$ cat config.mk
export PLATFORM = sky130hd
export DESIGN_NAME = multdiv_sequencer_flat
export DESIGN_NICKNAME = d
export VERILOG_FILES = /design/src/rtl/multdiv_sequencer_if.sv /design/src/rtl/multdiv_sequencer.sv /design/src/flat_wrapper.sv
export SDC_FILE = /design/constraint.sdc
export NUM_CORES = 1
export LEC_CHECK = 0
export ABC_CLOCK_PERIOD_IN_PS = 2390
export BUFFER_PORTS_ARGS = -buffer_cell sky130_fd_sc_hd__buf_2
export CORE_MARGIN = 1
export CORE_UTILIZATION = 43
export DETAILED_ROUTE_END_ITERATION = 16
export PLACE_DENSITY = 0.79
export SLEW_MARGIN = 20
export SYNTH_ARGS = -nofsm -noshare
export SYNTH_HDL_FRONTEND = slang
export SYNTH_SLANG_ARGS = --single-unit
$ cat constraint.sdc
create_clock -name clock -period 2.39 [get_ports clock]
set_clock_uncertainty 0.2 [all_clocks]
set_input_delay 0.3585 -clock clock [delete_from_list [all_inputs] [get_ports clock]]
set_output_delay 0.3585 -clock clock [all_outputs]
set_load 0.02 [all_outputs]
$ cat src/rtl/multdiv_sequencer_if.sv
// Signal bundle between DX decode, the iterative multdiv unit, the W-stage write mux
// and the multdiv sequencer. The pipeline side uses master; the sequencer uses slave.
interface multdiv_sequencer_if;
    logic [31:0] dx_instr;
    logic        dx_valid;
    logic        flush;
    logic        md_rdy;
    logic        md_exception;
    logic [31:0] md_result;
    logic        wb_ack;
    logic        md_start_mult;
    logic        md_start_div;
    logic        stall;
    logic        nop_xm;
    logic        wb_valid;
    logic [4:0]  wb_rd;
    logic [31:0] wb_data;
    logic        wb_exception;
    logic        busy;

    modport master (
        output dx_instr, dx_valid, flush, md_rdy, md_exception, md_result, wb_ack,
        input  md_start_mult, md_start_div, stall, nop_xm, wb_valid, wb_rd, wb_data,
               wb_exception, busy
    );

    modport slave (
        input  dx_instr, dx_valid, flush, md_rdy, md_exception, md_result, wb_ack,
        output md_start_mult, md_start_div, stall, nop_xm, wb_valid, wb_rd, wb_data,
               wb_exception, busy
    );
endinterface

$ cat src/rtl/multdiv_sequencer.sv
// Sequences the shared iterative mult/div unit: start pulse, front-end stall, result hold
// for writeback. Define MULTDIV_SEQ_TIMEOUT_EN to enable the BUSY watchdog abort.
module multdiv_sequencer #(
    parameter int TIMEOUT_CYCLES = 64,
    parameter int CNT_W          = 7
) (
    input  logic               clock,
    input  logic               reset,
    multdiv_sequencer_if.slave bus
);
    typedef enum logic [1:0] {IDLE, ISSUE, BUSY, DONE} state_t;

    localparam logic [4:0] ALU_MULT = 5'b00110;
    localparam logic [4:0] ALU_DIV  = 5'b00111;

    state_t           state;
    logic [CNT_W-1:0] busy_cnt;
    logic [4:0]       rd_q;
    logic             start_mult_q;
    logic             start_div_q;
    logic             wb_valid_q;
    logic [4:0]       wb_rd_q;
    logic [31:0]      wb_data_q;
    logic             wb_exception_q;
    logic             is_mult;
    logic             is_div;
    logic             is_md;
    logic             timeout_hit;

    assign is_mult = bus.dx_valid && (bus.dx_instr[31:27] == 5'b00000) && (bus.dx_instr[6:2] == ALU_MULT);
    assign is_div  = bus.dx_valid && (bus.dx_instr[31:27] == 5'b00000) && (bus.dx_instr[6:2] == ALU_DIV);
    assign is_md   = is_mult || is_div;

`ifdef MULTDIV_SEQ_TIMEOUT_EN
    localparam logic [CNT_W-1:0] TIMEOUT_LAST = CNT_W'(TIMEOUT_CYCLES - 1);
    assign timeout_hit = (busy_cnt == TIMEOUT_LAST);
`else
    assign timeout_hit = 1'b0;
`endif

    always_ff @(posedge clock or posedge reset) begin
        if (reset) begin
            state          <= IDLE;
            busy_cnt       <= '0;
            rd_q           <= '0;
            start_mult_q   <= 1'b0;
            start_div_q    <= 1'b0;
            wb_valid_q     <= 1'b0;
            wb_rd_q        <= '0;
            wb_data_q      <= '0;
            wb_exception_q <= 1'b0;
        end else begin
            start_mult_q <= 1'b0;
            start_div_q  <= 1'b0;
            // Flush overrides every transition and discards any pending writeback.
            if (bus.flush) begin
                state      <= IDLE;
                wb_valid_q <= 1'b0;
            end else begin
                case (state)
                    IDLE: begin
                        if (is_md) begin
                            state        <= ISSUE;
                            rd_q         <= bus.dx_instr[26:22];
                            start_mult_q <= is_mult;
                            start_div_q  <= is_div;
                            busy_cnt     <= '0;
                        end
                    end
                    ISSUE: state <= BUSY;
                    BUSY: begin
                        if (busy_cnt != '1) busy_cnt <= busy_cnt + 1'b1;
                        if (bus.md_rdy) begin
                            state          <= DONE;
                            wb_valid_q     <= 1'b1;
                            wb_rd_q        <= rd_q;
                            wb_data_q      <= bus.md_result;
                            wb_exception_q <= bus.md_exception;
                        end else if (timeout_hit) begin
                            state          <= DONE;
                            wb_valid_q     <= 1'b1;
                            wb_rd_q        <= rd_q;
                            wb_data_q      <= 32'h0;
                            wb_exception_q <= 1'b1;
                        end
                    end
                    DONE: begin
                        if (bus.wb_ack) begin
                            state      <= IDLE;
                            wb_valid_q <= 1'b0;
                        end
                    end
                    default: state <= IDLE;
                endcase
            end
        end
    end

    // Combinational so the instruction leaves DX on the same edge that wb_ack retires it.
    assign bus.stall = !reset && ((state == IDLE && is_md) || state == ISSUE || state == BUSY ||
                                  (state == DONE && !bus.wb_ack));
    assign bus.nop_xm        = bus.stall;
    assign bus.md_start_mult = start_mult_q;
    assign bus.md_start_div  = start_div_q;
    assign bus.wb_valid      = wb_valid_q;
    assign bus.wb_rd         = wb_rd_q;
    assign bus.wb_data       = wb_data_q;
    assign bus.wb_exception  = wb_exception_q;
    assign bus.busy          = (state != IDLE);
endmodule
$ cat src/flat_wrapper.sv
// flat-port wrapper written by rule: the top's interface ports become plain ports
module multdiv_sequencer_flat 
#(
    parameter int TIMEOUT_CYCLES = 64,
    parameter int CNT_W          = 7
)
  (clock, reset, bus_dx_instr, bus_dx_valid, bus_flush, bus_md_rdy, bus_md_exception, bus_md_result, bus_wb_ack, bus_md_start_mult, bus_md_start_div, bus_stall, bus_nop_xm, bus_wb_valid, bus_wb_rd, bus_wb_data, bus_wb_exception, bus_busy);
  multdiv_sequencer_if bus_i ();
  input  logic clock;
  input  logic reset;
  input wire logic [$bits(bus_i.dx_instr)-1:0] bus_dx_instr;
  input wire logic [$bits(bus_i.dx_valid)-1:0] bus_dx_valid;
  input wire logic [$bits(bus_i.flush)-1:0] bus_flush;
  input wire logic [$bits(bus_i.md_rdy)-1:0] bus_md_rdy;
  input wire logic [$bits(bus_i.md_exception)-1:0] bus_md_exception;
  input wire logic [$bits(bus_i.md_result)-1:0] bus_md_result;
  input wire logic [$bits(bus_i.wb_ack)-1:0] bus_wb_ack;
  output wire logic [$bits(bus_i.md_start_mult)-1:0] bus_md_start_mult;
  output wire logic [$bits(bus_i.md_start_div)-1:0] bus_md_start_div;
  output wire logic [$bits(bus_i.stall)-1:0] bus_stall;
  output wire logic [$bits(bus_i.nop_xm)-1:0] bus_nop_xm;
  output wire logic [$bits(bus_i.wb_valid)-1:0] bus_wb_valid;
  output wire logic [$bits(bus_i.wb_rd)-1:0] bus_wb_rd;
  output wire logic [$bits(bus_i.wb_data)-1:0] bus_wb_data;
  output wire logic [$bits(bus_i.wb_exception)-1:0] bus_wb_exception;
  output wire logic [$bits(bus_i.busy)-1:0] bus_busy;
  assign bus_i.dx_instr = bus_dx_instr;
  assign bus_i.dx_valid = bus_dx_valid;
  assign bus_i.flush = bus_flush;
  assign bus_i.md_rdy = bus_md_rdy;
  assign bus_i.md_exception = bus_md_exception;
  assign bus_i.md_result = bus_md_result;
  assign bus_i.wb_ack = bus_wb_ack;
  assign bus_md_start_mult = bus_i.md_start_mult;
  assign bus_md_start_div = bus_i.md_start_div;
  assign bus_stall = bus_i.stall;
  assign bus_nop_xm = bus_i.nop_xm;
  assign bus_wb_valid = bus_i.wb_valid;
  assign bus_wb_rd = bus_i.wb_rd;
  assign bus_wb_data = bus_i.wb_data;
  assign bus_wb_exception = bus_i.wb_exception;
  assign bus_busy = bus_i.busy;
  multdiv_sequencer #(.TIMEOUT_CYCLES(TIMEOUT_CYCLES), .CNT_W(CNT_W)) u_core (.clock(clock), .reset(reset), .bus(bus_i));
endmodule
==> results of run 1 <==
## stage by stage
stage / util (%) / setup WS (ps) / cells / hold WS, ps / cell area (um2)
after floorplan: - / 359 / 130 / 225 / 1970
after global placement: 57.3 / 345 / 276 / 173 / 2510
after detailed placement: 57.3 / 341 / 276 / 178 / 2510
after CTS: 60.0 / 99.9 / 285 / 19.4 / 2630
after global routing: 60.0 / 7.86 / 285 / 28.7 / 2630
final: 60.0 / 139 / 285 / 28.8 / 2630
## layer usage
| metal | wire length, um | GRT usage, % |
|---|---|---|
| met4 | 39 | 5.33 |
| met2 | 1690 | 25.9 |
| met5 | 0 | 0 |
| met1 | 1560 | 19.6 |
| met3 | 223 | 3.78 |
## path summary, 6_finish.rpt
check	from	to	slack [ps]	depth (start not counted)
min in group asynchronous	reset	u_core.rd_q[3]	400	3
hold / removal	bus_dx_instr[2]	u_core.bus.md_start_mult	30	2
hold reg to reg	u_core.bus.wb_data[2]	u_core.bus.wb_data[2]	300	1
setup / recovery	u_core.state[0]	bus_stall	140	5
setup reg to reg	u_core.state[1]	u_core.rd_q[3]	330	5
max in group asynchronous	reset	u_core.rd_q[4]	1040	4
## repair_timing
item                                   4_1_cts  5_1_grt
setup endpoints to repair                    0        2
endpoints found under the hold margin       16        0
hold buffers                                 1        0
resized for setup                            0        1
## kinds of logic after synthesis
family          count (synthesis)
buf+inv                        12
simple gates                   16
mux                            44
compound gates                  6
flops                          48
fa+ha+maj                       4
## state kept, by name, summed over array words and instances, names as in the netlist
signal                    cells
u_core.state                  2
u_core.bus.wb_valid           1
u_core.bus.wb_rd              5
u_core.rd_q                   5
u_core.bus.wb_data           32
u_core.bus.wb_exception       1
u_core.bus.md_start_mult      1
u_core.bus.md_start_div       1
## layout make-up
cell class                      instances  area share (%)
Timing Repair Buffer                  101            20.2
Tap cell                               52            2.47
Multi-Input combinational cell         70            26.7
Sequential cell                        48            45.7
Inverter                                6           0.856
Clock buffer                            6            2.76
Clock inverter                          2            1.33
## layout by cell type, fill, tap and decap left out, types with 2 or more instances in the layout
master    instances
mux2_4            5
ha_1              4
buf_2            97
nand2b_1          3
clkbuf_8          5
nor2_1            5
dfrtp_1          48
inv_1             5
buf_4             2
mux2_2           38
## synthesized netlist by cell type
| master | instances |
|---|---|
| dfrtp_1 | 48 |
| buf_2 | 2 |
| nand3b_1 | 1 |
| mux2i_1 | 1 |
| nand2b_1 | 3 |
| nand2_1 | 1 |
| buf_4 | 3 |
| nor2_1 | 5 |
| o21a_1 | 1 |
| a22oi_1 | 1 |
| mux2_4 | 5 |
| nor2b_1 | 1 |
| ha_1 | 4 |
| nor4bb_1 | 1 |
| nor4_1 | 1 |
| nor3_1 | 1 |
| and4b_1 | 1 |
| or2b_2 | 1 |
| o22a_2 | 1 |
| buf_6 | 1 |
| inv_1 | 6 |
| a21oi_1 | 1 |
| o21ai_0 | 1 |
| mux2_2 | 38 |
| a2111oi_0 | 1 |
## power breakdown
group	switching, uW	internal [uW]
logic	735	573
registers	136	1120
clock network	248	311
total	1120	2000
==> results.md, run 1 <==
- Crit path max-delay family: flip-flops
- Final ANT Viol Nets: 0
- Synth top area share: 61.0%
- Initial antenna violation count: 0
- Register bit total from synthesis: 48
- Vias per Instance: 4.77
- Transition time of the tightest slew-check pin: 437 ps
- Dpl hpwl: 2620 um
- DRC violations left: 0
- Design Power: 3120 uW
- First-pass GRT wire length: 5930 um
- Worst EP required: 1830 ps
- Crit path buf inv count: 1
- Num ports: 115
- Number of setup buffers added after CTS: 0
- Seq/Total Area, Yosys: 61.0%
- Register area: 1200 um2
- DR WL/cell: 12.3 um
- Initial DRC Count: 55
- CP max stage cell: dfrtp_1
- Critical path peak fanout: 4
- Critical-path cell list: ha_1 > nor2b_1 > a2111oi_1 > nor2_1 > buf_2
- CP Capture Type: output pin
- Worst setup SP type: flip-flop
- Post-Synth Simple-Gate Area: 4.83%
- Post-synthesis xor/xnor area fraction: 0%
- N_diodes: 0
- Final min period: 2250 ps
- Final setup fails: 0
- Multi-input gate area: 703 um2
- Max Clock Freq: 0.444 GHz
- Pre-Repair DR Iteration Count: 4
- Largest net degree at the start of global routing: 39
- Cell Rows: 24
- Mux share of post-synthesis cell area: 26.0%
- H-tree Lvls: 2
- Routability cong.: 0.676
- CTS clk-pin slew, worst paths: 80 ps
- Area grow syn2layout: 33.5%
- Core area: 4380 um2
- Global Route Usage Sum: 15.5%
- Slew headroom: 70.8%
- Synthesized area per cell: 15.1 um2
- Share of layout cells above drive strength 1: 65.7%
- Final net count: 307
- Post-Syn Area: 1970 um2
- CTS Root Cell: clkbuf_8
- Leak: 0.00144 uW
- Min-delay worst type: primary input to flip-flop
- CTS tree: built
- Post-synthesis compound-gate area fraction: 2.22%
- Vias in the first global route: 1340
- CTS sink cnt: 48
- Maximum VDD drop: 592 uV
- Worst-case clock buffer depth: 2
- Largest family of logic cells by synthesized area: multiplexers
- Max-cap violations: 0
- RSZ-0062 raised after global routing: no
- Period utilisation layout: 94.2%
- Adder-cell share of the synthesized area: 2.54%
- Largest cells by area after synthesis: dfrtp_1 61%, mux2_2 22%, mux2_4 3.8%
- Pwr Density: 1190 nW/um2
- Synth Net Count: 205
- Final Max Tran Viols: 0
- Initial Util: 44.9%
- Wirelength, routed: 3510 um
- Remaining Overflow, GRT: 0
- Yosys cell types: 25
- Cell count after synthesis: 130
- Die X: 69.7 um
- Yosys warning total: 0
- WP data arrival: 1690 ps
- Die area: 4850 um2
- Height of the die: 69.7 um
- Setup TNS: 0 ps
- Status: finished clean
- WS Path Type: flip-flop to output pin
- PortBufs: 97
- Total number of vias: 1359
- Hold Fails Final Rpt: 0
- Largest area contributor in the netlist: dfrtp_1
- Total CTS buffers: 5
- Crit-path max cell delay: 420 ps
- Fill count: 368
- Clock latency at the later pin of the worst-skew pair: 280 ps
Power figures use the tool's default switching activity.
==> run 2, diff against run 1 <==
ABC_CLOCK_PERIOD_IN_PS = 2200   (was 2390)
SKIP_CTS_REPAIR_TIMING = 1   (was not set)
clock period = 2.2 ns   (was 2.39 ns; I/O delays follow)
==> results.md, run 2 (synthesized netlist as in run 1, its figures left out) <==
- Final ANT Viol Nets: 0
- CTS Root Cell: clkbuf_8
- CTS clk-pin slew, worst paths: 80 ps
- Worst EP required: 1670 ps
- Crit-path max cell delay: 410 ps
- CTS tree: built
- Cell Rows: 24
- Post-route cell area: 2700 um2
- Most used cell, CP: buf_4
- WP data arrival: 1590 ps
- Global Route Usage Sum: 15.3%
- CTS sink cnt: 48
- Max-cap violations: 0
- Sw frac: 35.2%
- Clock latency at the later pin of the worst-skew pair: 290 ps
- WS Path Type: flip-flop to output pin
- Pwr Density: 1310 nW/um2
- N_diodes: 0
- Clock network fraction of total power: 19.0%
- Global route hottest layer: met2
- Maximum VDD drop: 575 uV
- Total number of vias: 1372
- Dpl hpwl: 2640 um
- Critical path peak fanout: 3
- Hold Fails Final Rpt: 0
- Height of the die: 69.7 um
- Post-Place Cells: 275
- Num ports: 115
- Slew headroom: 64.4%
- Largest net degree at the start of global routing: 39
- Transition time of the tightest slew-check pin: 534 ps
- Crit path buf inv count: 2
- Commonest non-fill, non-tap cell in the layout: buf_2
- Share of layout cells above drive strength 1: 67.9%
- PortBufs: 97
- Met1 global-route usage: 17.5%
- Crit path max-delay family: flip-flops
- Die X: 69.7 um
- Final Max Tran Viols: 0
- Pre-Repair DR Iteration Count: 4
- Vias per Instance: 4.80
- Remaining Overflow, GRT: 0
- Max Clock Freq: 0.472 GHz
- Die area: 4850 um2
- Fill count: 361
- Setup TNS: 0 ps
- WHS: 47.3 ps
- Met2 Resource Use GR: 26.4%
- DRC violations left: 0
- Final setup fails: 0
- Routability cong.: 0.731
- Worst-case clock buffer depth: 2
- Critical-path cell list: buf_4 > ha_2 > a2111oi_4 > nor2_1 > buf_4
- H-tree Lvls: 2
- Register share of total power: 38.7%
- DR WL/cell: 12.5 um
- Commonest non-fill, non-tap cells in the layout: 95 x buf_2, 48 x dfrtp_1, 38 x mux2_2
- Leak: 0.00146 uW
- GR Util met3: 5.38%
- DP Area: 2520 um2
- Sw power: 1240 uW
- Initial DRC Count: 38
- Initial Util: 44.9%
- Vias in the first global route: 1321
- Worst setup SP type: flip-flop
- Final net count: 308
- Core area: 4380 um2
- CP Capture Type: output pin
- Total CTS buffers: 5
- Initial antenna violation count: 0
- Period utilisation layout: 96.3%
- Area grow syn2layout: 37.3%
- Logic pwr share: 42.4%
- CP max stage cell: dfrtp_1
- Wirelength, routed: 3570 um
- Final min period: 2120 ps
- Status: finished clean
- Max FFs per register: 32
- Min-delay worst type: primary input to flip-flop
- Final instance count without filler cells: 286
- Pint: 2290 uW
- First-pass GRT wire length: 5770 um
run 2: cell types whose count changed in the layout (fill, tap and decap cells not counted), moves of 2 or more:
cell / previous run / this run
ha_1: 4 / 1
ha_2: 0 / 3
buf_2: 97 / 95
clkbuf_8: 5 / 7
run 2: final cells by class:
type | instances | area (um2) | share of cell area, %
tap | 52 | 65.1 | 2.41
timing repair buffer | 102 | 558 | 20.6
clock inverter | 1 | 30.0 | 1.11
inverter | 6 | 22.5 | 0.833
clock buffer | 7 | 96.3 | 3.56
multi-input combinational | 70 | 731 | 27.0
sequential | 48 | 1200 | 44.4
run 2: path summary, 6_finish.rpt:
kind	slack (ps)	start	end	cells past startpoint
min	50	bus_flush	u_core.bus.wb_valid	2
min in group asynchronous	430	reset	u_core.bus.wb_data[27]	3
max in group asynchronous	860	reset	u_core.bus.wb_data[19]	4
max	80	u_core.state[0]	bus_nop_xm	5
max reg2reg	200	u_core.state[1]	u_core.rd_q[0]	5
min reg2reg	300	u_core.bus.wb_data[25]	u_core.bus.wb_data[25]	1
run 2: power by group through the flow:
stage          Clock, uW  Combinational, uW  Sequential [uW]
6_report             671               1500             1370
5_1_grt              742               1600             1410
4_1_cts              698               1440             1370
3_5_place_dp           0               1430             1390
3_3_place_gp           0               1410             1370
2_1_floorplan          0                546             1790
run 2: routing by layer:
layer / routed length [um] / vias to the layer above
met2: 1760 / 61
met1: 1480 / 655
li1: - / 650
met3: 274 / 6
met5: 0 / -
met4: 53 / 0
run 2: stage by stage:
step | total power [uW] | utilization [%] | setup WS, ps
after floorplan | 2330 | - | 197
after global placement | 2770 | 57.4 | 175
after detailed placement | 2830 | 57.4 | 137
after CTS | 3510 | 60.3 | -110
after global routing | 3750 | 61.7 | -4.21
final | 3540 | 61.7 | 82.5
==> run 3, diff against run 2 <==
ABC_AREA = 1   (was not set)
ABC_CLOCK_PERIOD_IN_PS = 1800   (was 2200)
CORE_UTILIZATION = 40   (was 43)
PLACE_DENSITY = 0.76   (was 0.79)
SKIP_CTS_REPAIR_TIMING = not set   (was 1)
clock period = 1.8 ns   (was 2.2 ns; I/O delays follow)
==> results.md, run 3 <==
- Post-synthesis compound-gate area fraction: 1.33%
- Final setup fails: 3
- CP Launch Point: u_core.state[0]
- Mux share of post-synthesis cell area: 24.3%
- Failing checks: setup timing
- PortBufs: 97
- Initial Util: 42.7%
- Initial DRC Count: 45
- Cell Rows: 25
- DR WL/cell: 12.3 um
- Post-Synth Simple-Gate Area: 9.42%
- Share of layout cells above drive strength 1: 57.9%
- Worst setup SP type: flip-flop
- Routability cong.: 0.800
- Final core utilization: 62.9%
- FF-to-FF path depth: 9
- Reg2Reg Setup Slack: -30 ps
- Largest area contributor in the netlist: dfrtp_1
- Synth Net Count: 231
- H-tree Lvls: 2
- Pwr Density: 1420 nW/um2
- Pre-Repair DR Iteration Count: 2
- Adder-cell share of the synthesized area: 2.42%
- Die X: 74.0 um
- Area grow syn2layout: 47.3%
- Ys flop type: dfrtp_1
- Maximum VDD drop: 856 uV
- Final ANT Viol Nets: 0
- Final setup margin: -241 ps
- Worst R2R End: u_core.bus.wb_valid
- EDFF count, synth: 0
- Vias per Instance: 4.50
- Core area: 4850 um2
- Num ports: 115
- CP Capture Type: output pin
- Seq/Total Area, Yosys: 58.0%
- RSZ-0062 raised after global routing: yes
- Height of the die: 74.0 um
- Met1 global-route usage: 16.8%
- Final net count: 359
- Min-delay worst type: primary input to flip-flop
- First-pass GRT wire length: 6310 um
- WS Path Type: flip-flop to output pin
- Post-synth ARST share: 100%
- Yosys cell types: 19
- Wirelength, routed: 4330 um
- Synth top area share: 58.0%
- Slew headroom: 72.0%
- Global route hottest layer: met2
- Period utilisation layout: 113%
- Max-cap violations: 0
- WP data arrival: 1570 ps
- Register bit total from synthesis: 48
- N_diodes: 0
- Largest family of logic cells by synthesized area: multiplexers
- CTS Root Cell: clkbuf_8
- Remaining Overflow, GRT: 0
- Worst-case clock buffer depth: 2
- Count leader, synth: dfrtp_1
- DRC violations left: 0
- Worst Setup EP: bus_nop_xm
- Commonest non-fill, non-tap cells in the layout: 95 x buf_2, 48 x dfrtp_1, 22 x dlygate4sd3_1
- CTS tree: built
- CTS sink cnt: 48
- Cell count after synthesis: 156
- Vias in the first global route: 1446
- Worst EP required: 1330 ps
- Hold-critical path depth: 3
- Transition time of the tightest slew-check pin: 419 ps
- Global Route Usage Sum: 15.3%
- R2r startpoint: u_core.state[0]
- Met2 Resource Use GR: 27.9%
- Critical path peak fanout: 3
- Total CTS buffers: 5
- Commonest non-fill, non-tap cell in the layout: buf_2
- Die area: 5470 um2
- Dpl hpwl: 2940 um
- Initial antenna violation count: 0
- Yosys warning total: 0
- Final Max Tran Viols: 0
- Synthesized area per cell: 13.3 um2
- Post-synthesis xor/xnor area fraction: 0%
- CTS clk-pin slew, worst paths: 90 ps
- Leak: 0.00168 uW
- Most instantiated cells after synthesis: 48 x dfrtp_1, 20 x mux2_4, 20 x nand2_1
- Max Clock Freq: 0.490 GHz
- Largest net degree at the start of global routing: 31
- Total number of vias: 1584
- Max FFs per register: 32
- Status: complete, but fails checks
- WHS: 5.90 ps
- Largest cells by area after synthesis: dfrtp_1 58%, mux2_4 14%, mux2_2 9.8%
- Final min period: 2040 ps
- Clock latency at the later pin of the worst-skew pair: 290 ps
- Hold Fails Final Rpt: 0
- GR Util met3: 5.96%
- Post-Syn Area: 2070 um2
## run 3: cell type report
class,instances,area (um2)
fillers,373,1800
flip-flops and latches,48,1200
multi-input cells,90,820
repair buffers,126,801
well taps,67,83.8
clock buffers,6,82.6
inverters,13,48.8
clock inverters,2,15.0
## run 3: through the flow
step / worst slack [ps] / area, um2 / cells / power [uW] / TNS, ps
after global placement: 50.4 / 2670 / 318 / 3470 / 0
after floorplan: -74.9 / 2090 / 156 / 2950 / -74.9
after global routing: -322 / 3050 / 352 / 4620 / -945
final: -241 / 3050 / 352 / 4340 / -505
after detailed placement: 32.0 / 2670 / 318 / 3540 / 0
after CTS: -242 / 2910 / 339 / 4290 / -484
## run 3: power breakdown
part / switching (uW) / internal (uW)
clock: 346 / 311
combinational: 1060 / 957
sequential: 197 / 1470
total: 1600 / 2740
## run 3: worst min path at each step
stage,startpoint,to,slack [ps]
6_report,bus_dx_instr[24],u_core.rd_q[2],6
5_1_grt,bus_md_result[3],u_core.bus.wb_data[3],0.2
4_1_cts,bus_md_result[18],u_core.bus.wb_data[18],0.5
3_5_place_dp,reset,u_core.bus.wb_rd[4],120
3_3_place_gp,reset,u_core.state[1],110
2_1_floorplan,bus_dx_instr[2],u_core.bus.md_start_mult,140
## run 3: cell families after synthesis
kind of cell,count (synthesis)
AND/OR/NAND/NOR,43
AO/OA/AOI/OAI,5
flip-flops,48
adder cells (fa/ha/maj),4
multiplexers,38
buffers and inverters,18
## run 3: repair_timing
| item | CTS | global route |
|---|---|---|
| hold buffers | 11 | 11 |
| endpoints found under the setup margin | 2 | 6 |
| hold endpoints to repair | 29 | 11 |
| pin swaps | 2 | 2 |
| resized for setup | 4 | 6 |
| setup buffers | 2 | 2 |
## run 3: worst max-delay path: stages, from the launching register on
cell,delay (ps)
dfrtp_1,380
ha_2,170
inv_1,40
or2_4,220
nor3b_4,150
a21oi_2,150
buf_4,170
## run 3: per-layer routing
metal	wire length, um	up-vias
li1	-	766
met1	1720	751
met2	2250	61
met3	319	6
met4	36	0
met5	0	-
